`src/rtl/hazard_if.sv`:
```
// -----------------------------------------------------------------------------
// hazard_if
// Bundles every pipeline-facing signal of the hazard controller.
//   master : pipeline side. Drives register addresses and status, and receives
//            the stall, flush and forward controls.
//   slave  : hazard_unit side.
// All signals are level-sensitive and are evaluated every cycle. There is no
// valid/ready handshake: a control output applies to the cycle in which it is
// asserted.
// Signals:
//   Rs1D, Rs2D, Rs1E, Rs2E, RdE, RdM, RdW           register addresses (5b)
//   MemReadE, PCSrcE, RegWriteM, MemBusyM, RegWriteW  stage status bits
//   StallF/D/E/M, FlushD/E                          pipeline register controls
//   ForwardAE/BE                                    EX operand selects (2b)
//   MemTimeout                                      sticky watchdog flag
//   StallCycles, FlushEvents                        perf counters (32b, 0 when
//                                                   the counters are built out)
// -----------------------------------------------------------------------------
interface hazard_if;
    logic [4:0]  Rs1D;
    logic [4:0]  Rs2D;
    logic [4:0]  Rs1E;
    logic [4:0]  Rs2E;
    logic [4:0]  RdE;
    logic        MemReadE;
    logic        PCSrcE;
    logic [4:0]  RdM;
    logic        RegWriteM;
    logic        MemBusyM;
    logic [4:0]  RdW;
    logic        RegWriteW;
    logic        StallF;
    logic        StallD;
    logic        StallE;
    logic        StallM;
    logic        FlushD;
    logic        FlushE;
    logic [1:0]  ForwardAE;
    logic [1:0]  ForwardBE;
    logic        MemTimeout;
    logic [31:0] StallCycles;
    logic [31:0] FlushEvents;

    modport master (
        output Rs1D, Rs2D, Rs1E, Rs2E, RdE, MemReadE, PCSrcE,
               RdM, RegWriteM, MemBusyM, RdW, RegWriteW,
        input  StallF, StallD, StallE, StallM, FlushD, FlushE,
               ForwardAE, ForwardBE, MemTimeout, StallCycles, FlushEvents
    );

    modport slave (
        input  Rs1D, Rs2D, Rs1E, Rs2E, RdE, MemReadE, PCSrcE,
               RdM, RegWriteM, MemBusyM, RdW, RegWriteW,
        output StallF, StallD, StallE, StallM, FlushD, FlushE,
               ForwardAE, ForwardBE, MemTimeout, StallCycles, FlushEvents
    );
endinterface

```
`src/rtl/hazard_unit.sv`:
```
// -----------------------------------------------------------------------------
// hazard_unit
// Pipeline hazard controller for the 5-stage RISC-V core: post-reset flush
// sequencer, load-use / redirect / memory-wait stall logic with a timeout
// watchdog, and EX-stage forwarding selects.
// Ports:
//   clk          clock, all state updates on posedge
//   rst          synchronous active-high reset
//   hz           hazard_if.slave bundle (addresses, status, controls)
//   o_dbg_state  FSM state (0 = INIT, 1 = RUN, 2 = WAIT)
// Parameters:
//   RESET_FLUSH_CYCLES  cycles FlushD/FlushE stay high after reset (1..15)
//   MAX_WAIT            MemBusyM cycles allowed before MemTimeout sets (1..255)
// Optional feature macro: HAZARD_PERF_CNT_EN builds the StallCycles and
// FlushEvents counters. Without it both outputs are tied to zero.
// -----------------------------------------------------------------------------
module hazard_unit #(
    parameter int RESET_FLUSH_CYCLES = 2,
    parameter int MAX_WAIT           = 64
) (
    input  logic       clk,
    input  logic       rst,
    hazard_if.slave    hz,
    output logic [1:0] o_dbg_state
);

    typedef enum logic [1:0] {
        ST_INIT = 2'd0,
        ST_RUN  = 2'd1,
        ST_WAIT = 2'd2
    } state_t;

    localparam logic [3:0] FLUSH_INIT = 4'(RESET_FLUSH_CYCLES);
    localparam logic [7:0] WAIT_LIMIT = 8'(MAX_WAIT);

    state_t     r_state;
    state_t     w_next_state;
    logic [3:0] r_flush_cnt;
    logic [7:0] r_wait_cnt;
    logic       r_timeout;

    logic       w_active;
    logic       w_load_use;
    logic [7:0] w_wait_inc;
    logic       w_timeout_hit;
    logic       w_stall_f, w_stall_d, w_stall_e, w_stall_m;
    logic       w_flush_d, w_flush_e;
    logic [1:0] w_fwd_a, w_fwd_b;

    assign w_active   = !rst && (r_state == ST_RUN || r_state == ST_WAIT);
    assign w_load_use = hz.MemReadE && (hz.RdE != 5'd0) &&
                        (hz.RdE == hz.Rs1D || hz.RdE == hz.Rs2D);

    // Value the wait counter takes if MemBusyM stays high this cycle: entering
    // WAIT from RUN loads 1, otherwise increment and saturate at 255.
    assign w_wait_inc = (r_state == ST_RUN) ? 8'd1 :
                        (r_wait_cnt == 8'hFF) ? 8'hFF : r_wait_cnt + 8'd1;

    assign w_timeout_hit = w_active && hz.MemBusyM && (w_wait_inc >= WAIT_LIMIT);

    // State register and counters.
    always_ff @(posedge clk) begin
        if (rst) begin
            r_state     <= ST_INIT;
            r_flush_cnt <= FLUSH_INIT;
            r_wait_cnt  <= 8'd0;
            r_timeout   <= 1'b0;
        end else begin
            r_state <= w_next_state;
            if (r_state == ST_INIT && r_flush_cnt != 4'd0)
                r_flush_cnt <= r_flush_cnt - 4'd1;
            if (w_active && hz.MemBusyM)
                r_wait_cnt <= w_wait_inc;
            else
                r_wait_cnt <= 8'd0;
            if (w_timeout_hit)
                r_timeout <= 1'b1;
        end
    end

    // Next-state logic. INIT leaves on the cycle the counter shows 1, so the
    // flush is visible for exactly RESET_FLUSH_CYCLES cycles.
    always_comb begin
        w_next_state = ST_INIT;
        case (r_state)
            ST_INIT: w_next_state = (r_flush_cnt <= 4'd1) ? ST_RUN : ST_INIT;
            ST_RUN:  w_next_state = hz.MemBusyM ? ST_WAIT : ST_RUN;
            ST_WAIT: w_next_state = hz.MemBusyM ? ST_WAIT : ST_RUN;
            default: w_next_state = ST_INIT;
        endcase
    end

    // Output logic. A busy memory freezes everything in both RUN and WAIT; the
    // cycle MemBusyM drops in WAIT falls through to the RUN rules directly.
    always_comb begin
        w_stall_f = 1'b0;
        w_stall_d = 1'b0;
        w_stall_e = 1'b0;
        w_stall_m = 1'b0;
        w_flush_d = 1'b0;
        w_flush_e = 1'b0;
        w_fwd_a   = 2'b00;
        w_fwd_b   = 2'b00;
        if (!w_active) begin
            w_flush_d = 1'b1;
            w_flush_e = 1'b1;
        end else begin
            if (hz.MemBusyM) begin
                w_stall_f = 1'b1;
                w_stall_d = 1'b1;
                w_stall_e = 1'b1;
                w_stall_m = 1'b1;
            end else if (hz.PCSrcE) begin
                w_flush_d = 1'b1;
                w_flush_e = 1'b1;
            end else if (w_load_use) begin
                w_stall_f = 1'b1;
                w_stall_d = 1'b1;
                w_flush_e = 1'b1;
            end
            // M beats W; x0 is never forwarded.
            if (hz.RegWriteM && hz.RdM != 5'd0 && hz.RdM == hz.Rs1E)
                w_fwd_a = 2'b10;
            else if (hz.RegWriteW && hz.RdW != 5'd0 && hz.RdW == hz.Rs1E)
                w_fwd_a = 2'b01;
            if (hz.RegWriteM && hz.RdM != 5'd0 && hz.RdM == hz.Rs2E)
                w_fwd_b = 2'b10;
            else if (hz.RegWriteW && hz.RdW != 5'd0 && hz.RdW == hz.Rs2E)
                w_fwd_b = 2'b01;
        end
    end

    assign hz.StallF     = w_stall_f;
    assign hz.StallD     = w_stall_d;
    assign hz.StallE     = w_stall_e;
    assign hz.StallM     = w_stall_m;
    assign hz.FlushD     = w_flush_d;
    assign hz.FlushE     = w_flush_e;
    assign hz.ForwardAE  = w_fwd_a;
    assign hz.ForwardBE  = w_fwd_b;
    assign hz.MemTimeout = r_timeout;
    assign o_dbg_state   = r_state;

`ifdef HAZARD_PERF_CNT_EN
    logic [31:0] r_stall_cycles;
    logic [31:0] r_flush_events;

    always_ff @(posedge clk) begin
        if (rst) begin
            r_stall_cycles <= 32'd0;
            r_flush_events <= 32'd0;
        end else begin
            if (w_active && w_stall_f)
                r_stall_cycles <= r_stall_cycles + 32'd1;
            // Counts only flushes caused by a redirect, not by a freeze.
            if (w_active && !hz.MemBusyM && hz.PCSrcE)
                r_flush_events <= r_flush_events + 32'd1;
        end
    end

    assign hz.StallCycles = r_stall_cycles;
    assign hz.FlushEvents = r_flush_events;
`else
    assign hz.StallCycles = 32'd0;
    assign hz.FlushEvents = 32'd0;
`endif

endmodule

```
`src/flat_wrapper.sv`:
```
// flat-port wrapper written by rule: the top's interface ports become plain ports
module hazard_unit_flat 
#(
    parameter int RESET_FLUSH_CYCLES = 2,
    parameter int MAX_WAIT           = 64
)
  (clk, rst, o_dbg_state, hz_Rs1D, hz_Rs2D, hz_Rs1E, hz_Rs2E, hz_RdE, hz_MemReadE, hz_PCSrcE, hz_RdM, hz_RegWriteM, hz_MemBusyM, hz_RdW, hz_RegWriteW, hz_StallF, hz_StallD, hz_StallE, hz_StallM, hz_FlushD, hz_FlushE, hz_ForwardAE, hz_ForwardBE, hz_MemTimeout, hz_StallCycles, hz_FlushEvents);
  hazard_if hz_i ();
  input  logic clk;
  input  logic rst;
  output logic [1:0] o_dbg_state;
  input wire logic [$bits(hz_i.Rs1D)-1:0] hz_Rs1D;
  input wire logic [$bits(hz_i.Rs2D)-1:0] hz_Rs2D;
  input wire logic [$bits(hz_i.Rs1E)-1:0] hz_Rs1E;
  input wire logic [$bits(hz_i.Rs2E)-1:0] hz_Rs2E;
  input wire logic [$bits(hz_i.RdE)-1:0] hz_RdE;
  input wire logic [$bits(hz_i.MemReadE)-1:0] hz_MemReadE;
  input wire logic [$bits(hz_i.PCSrcE)-1:0] hz_PCSrcE;
  input wire logic [$bits(hz_i.RdM)-1:0] hz_RdM;
  input wire logic [$bits(hz_i.RegWriteM)-1:0] hz_RegWriteM;
  input wire logic [$bits(hz_i.MemBusyM)-1:0] hz_MemBusyM;
  input wire logic [$bits(hz_i.RdW)-1:0] hz_RdW;
  input wire logic [$bits(hz_i.RegWriteW)-1:0] hz_RegWriteW;
  output wire logic [$bits(hz_i.StallF)-1:0] hz_StallF;
  output wire logic [$bits(hz_i.StallD)-1:0] hz_StallD;
  output wire logic [$bits(hz_i.StallE)-1:0] hz_StallE;
  output wire logic [$bits(hz_i.StallM)-1:0] hz_StallM;
  output wire logic [$bits(hz_i.FlushD)-1:0] hz_FlushD;
  output wire logic [$bits(hz_i.FlushE)-1:0] hz_FlushE;
  output wire logic [$bits(hz_i.ForwardAE)-1:0] hz_ForwardAE;
  output wire logic [$bits(hz_i.ForwardBE)-1:0] hz_ForwardBE;
  output wire logic [$bits(hz_i.MemTimeout)-1:0] hz_MemTimeout;
  output wire logic [$bits(hz_i.StallCycles)-1:0] hz_StallCycles;
  output wire logic [$bits(hz_i.FlushEvents)-1:0] hz_FlushEvents;
  assign hz_i.Rs1D = hz_Rs1D;
  assign hz_i.Rs2D = hz_Rs2D;
  assign hz_i.Rs1E = hz_Rs1E;
  assign hz_i.Rs2E = hz_Rs2E;
  assign hz_i.RdE = hz_RdE;
  assign hz_i.MemReadE = hz_MemReadE;
  assign hz_i.PCSrcE = hz_PCSrcE;
  assign hz_i.RdM = hz_RdM;
  assign hz_i.RegWriteM = hz_RegWriteM;
  assign hz_i.MemBusyM = hz_MemBusyM;
  assign hz_i.RdW = hz_RdW;
  assign hz_i.RegWriteW = hz_RegWriteW;
  assign hz_StallF = hz_i.StallF;
  assign hz_StallD = hz_i.StallD;
  assign hz_StallE = hz_i.StallE;
  assign hz_StallM = hz_i.StallM;
  assign hz_FlushD = hz_i.FlushD;
  assign hz_FlushE = hz_i.FlushE;
  assign hz_ForwardAE = hz_i.ForwardAE;
  assign hz_ForwardBE = hz_i.ForwardBE;
  assign hz_MemTimeout = hz_i.MemTimeout;
  assign hz_StallCycles = hz_i.StallCycles;
  assign hz_FlushEvents = hz_i.FlushEvents;
  hazard_unit #(.RESET_FLUSH_CYCLES(RESET_FLUSH_CYCLES), .MAX_WAIT(MAX_WAIT)) u_core (.clk(clk), .rst(rst), .hz(hz_i), .o_dbg_state(o_dbg_state));
endmodule
```
`config.mk`:
```
export PLATFORM = sky130hd
export DESIGN_NAME = hazard_unit_flat
export DESIGN_NICKNAME = d
export VERILOG_FILES = /design/src/rtl/hazard_if.sv /design/src/rtl/hazard_unit.sv /design/src/flat_wrapper.sv
export SDC_FILE = /design/constraint.sdc
export NUM_CORES = 1
export LEC_CHECK = 0
export ABC_AREA = 1
export BUFFER_PORTS_ARGS = -buffer_cell sky130_fd_sc_hd__buf_4
export CAP_MARGIN = 40
export CELL_PAD_IN_SITES_DETAIL_PLACEMENT = 0
export CELL_PAD_IN_SITES_GLOBAL_PLACEMENT = 2
export CORE_ASPECT_RATIO = 1.1
export CORE_MARGIN = 4
export CORE_UTILIZATION = 20
export DETAILED_ROUTE_END_ITERATION = 8
export PLACE_DENSITY = 0.75
export SYNTH_ARGS = -nofsm -noshare
export SYNTH_HDL_FRONTEND = slang
export SYNTH_SLANG_ARGS = --single-unit
```
`constraint.sdc`:
```
create_clock -name clk -period 1.9 [get_ports clk]
set_input_delay 0.19 -clock clk [delete_from_list [all_inputs] [get_ports clk]]
set_output_delay 0.19 -clock clk [all_outputs]
set_load 0.01 [all_outputs]
```
==> results.md <==
- Fin. Hold Viols: 0
- PnR Total Power: 1.42 mW
- Die area: 0.0108 mm^2
- First-pass GRT wire length: 6350 um
- Yosys top cell area share: 26.8%
- Worst-path fanout max: 4
- CP bufs+invs: 2
- Post-CTS Hold Fix Bufs: 0
- CP startpoint: u_core.o_dbg_state[0]$_SDFF_PP0_
- Pin count of the biggest net entering global routing: 9
- Diode count: 0
- Post-Route WL: 4320 um
- Placer Congestion: 0.743
- End of the critical path: hz_ForwardBE[0]
- Period utilization: 94.7%
- Critical R2R Launch: u_core.o_dbg_state[0]$_SDFF_PP0_
- RSZ-0062 raised after global routing: false
- I/O Pins: 119
- Clock Path Buffers: 2
- Share of layout cells above drive strength 1: 22.9%
- Setup Total Neg Slack: 0 ns
- IO buf count: 54
- Critical Path Max Stage Delay: 0.35 ns
- Register area share after synthesis: 16.3%
- Top cell family by delay on the critical path: flip-flops
- Nets: 391
- Cell Area, Synth: 0.00185 mm^2
- CTS Buf Count: 3
- Vias: 1568
- TritonCTS clock tree: done
- Site row count: 36
- Final HPWL DP: 3800 um
- Sink Count: 15
- Crit-path cells: inv_1 -> ha_4 -> nand2_4 -> o21bai_1 -> a21oi_1 -> nand3_1 -> nor2_1 -> buf_4
- Setup Skew: 0.00346 ns
- Antenna violations before repair: 0
- Synth warn: 0
- Area Growth Syn to Fin: 20.5%
- Routed wl met2: 2200 um
- Leak: 1.21 nW
- R2R cell count: 8
- Overflow left after global routing: 0
- Yosys cell types: 29
- Critical path required time: 1.71 ns
- Fin cells: 455
- WHS Path Cells: 2
- Final Max Tran Viols: 0
- FF-to-FF setup slack: 0.47 ns
- Worst-skew pair later-pin latency: 0.25 ns
- Pwr Density: 639 mW/mm^2
- Yosys top cell by area: buf_4
- M1 wire length: 1810 um
- Clock-pin slew on the worst setup and hold paths: 0.06 ns
- Status: completed
- Syn Inst Count: 283
- Synth Register Bits: 15
- Router iterations before antenna repair: 4
- Worst Setup Path Type: register to output port
- Post-route DRC: 0
- H-Tree Depth: 1
- Hold Crit Class: input port to register
- WHS: 0.188 ns
- Vias in the first global route: 1362
- WP depth: 8
- Peak VDD IR: 0.248 mV
- Met3 wire len: 292 um
- Cell count after placement: 447
- Arrival time at the worst endpoint: 1.61 ns
- Top post-synthesis cells by area: buf_4 27%, dfxtp_1 16%, nand2_1 10%
- Setup violators final: 0
- DIE HEIGHT: 109 um
- GRT Overall Usage: 7.19%
- CP endpoint kind: output port
- Clk Tree Root Cell: clkbuf_8
- Antenna-violating nets left: 0
- Reg2reg end: u_core.hz.MemTimeout$_SDFFE_PP0P_
- Initial core utilization: 20.7%
- Synth Area per Inst: 6.52 um^2
- Total core area: 0.00892 mm^2
- Clock period minus worst slack: 1.80 ns
- Crit-path slowest cell: dfxtp_4
- Crit start category: register
- Die X: 99.6 um
- Max_cap viols: 0
- DR iter-0 viols: 18
- Top layer in use: met4
- Avg Vias per Cell: 3.45
- Wire per inst: 9.50 um
- FMAX: 556 MHz
[cell usage in the layout, fill, tap and decap left out, drive strengths merged]
master  Yosys  layout
a21oi       8       8
nand3      15      15
ha          7       7
xor2       10      10
nor3        3       3
or2         1       1
nand4       2       2
nor3b       1       1
clkbuf      0       4
xnor2      13      13
o211ai      1       1
nand2      54      54
o21ai       4       4
a31oi       1       1
o21a        1       1
nor2       36      36
nand3b      1       1
inv        40      40
buf        67      58
conb        1      64
dfxtp      15      15
o31ai       1       1
o21bai      1       1
[cells by family after synthesis]
group | after synthesis | share of synthesized area [%]
fa+ha+maj | 7 | 4.75
flops | 15 | 16.3
compound gates | 17 | 5.42
simple gates | 113 | 26.8
other cells | 1 | 0.203
buf+inv | 107 | 35.6
xor+xnor | 23 | 10.9
[final cells by class]
cell class	instances	area, um^2
inverter	40	150
fill	1055	6700
timing repair buffer	58	435
multi-input combinational	224	1140
clock buffer	4	45.0
tap	114	143
sequential	15	305
[timing repair]
item	4_1_cts	5_1_grt
pin swaps	0	3
setup endpoints to repair	4	4
setup buffers	0	4
gates resized for setup	2	5
[flip-flops by register name, indices dropped and copies added, names as in the netlist]
signal / cells
u_core.r_wait_cnt: 8
u_core.r_flush_cnt: 4
u_core.hz.MemTimeout: 1
u_core.o_dbg_state: 2
[stage by stage]
| step | util, % | setup WS (ns) | instance area (um^2) |
|---|---|---|---|
| final | 24.9 | 0.100 | 2220 |
| after CTS | 24.5 | 0.00320 | 2180 |
| after detailed placement | 23.8 | 0.213 | 2120 |
| after global placement | 23.8 | 0.236 | 2120 |
| after floorplan | - | 0.194 | 2080 |
| after global routing | 24.9 | 0.000761 | 2220 |
[worst reg2reg max path, stage by stage, from the launching register on]
cell and delay (ns):
dfxtp_4 0.35, inv_1 0.06, ha_4 0.29, nand2_2 0.08
nor3_4 0.22, nand2_1 0.11, nor2_2 0.10, nor2_1 0.06
a21oi_2 0.10
[report_power, final]
group	total (mW)	switching [mW]	internal, mW
Sequential	0.417	0.0416	0.375
Clock	0.264	0.115	0.149
Combinational	0.741	0.418	0.323
[how the worst min path moves through the flow]
| stage | start | to | slack (ns) |
|---|---|---|---|
| after floorplan | hz_MemBusyM | u_core.o_dbg_state[1]$_SDFF_PP0_ | 0.36 |
| after global placement | rst | u_core.hz.MemTimeout$_SDFFE_PP0P_ | 0.45 |
| after detailed placement | rst | u_core.hz.MemTimeout$_SDFFE_PP0P_ | 0.45 |
| after CTS | rst | u_core.hz.MemTimeout$_SDFFE_PP0P_ | 0.18 |
| after global routing | rst | u_core.hz.MemTimeout$_SDFFE_PP0P_ | 0.20 |
| final | rst | u_core.hz.MemTimeout$_SDFFE_PP0P_ | 0.19 |
[synthesized netlist by cell type (all sizes together)]
| cell | count |
|---|---|
| buf | 67 |
| nand2 | 54 |
| inv | 40 |
| nor2 | 36 |
| dfxtp | 15 |
| nand3 | 15 |
| xnor2 | 13 |
| xor2 | 10 |
| a21oi | 8 |
| ha | 7 |
| o21ai | 4 |
| nor3 | 3 |
| nand4 | 2 |
| a31oi | 1 |
| conb | 1 |
| nand3b | 1 |
| nor3b | 1 |
| o211ai | 1 |
| o21a | 1 |
| o21bai | 1 |
| o31ai | 1 |
| or2 | 1 |
[per-layer routing]
layer | up-vias | GRT usage (%)
met1 | 668 | 9.50
met5 | - | 0
met2 | 53 | 12.2
met3 | 2 | 1.15
li1 | 845 | -
met4 | 0 | 1.76
Note: power is estimated with default switching activity, not from simulation.
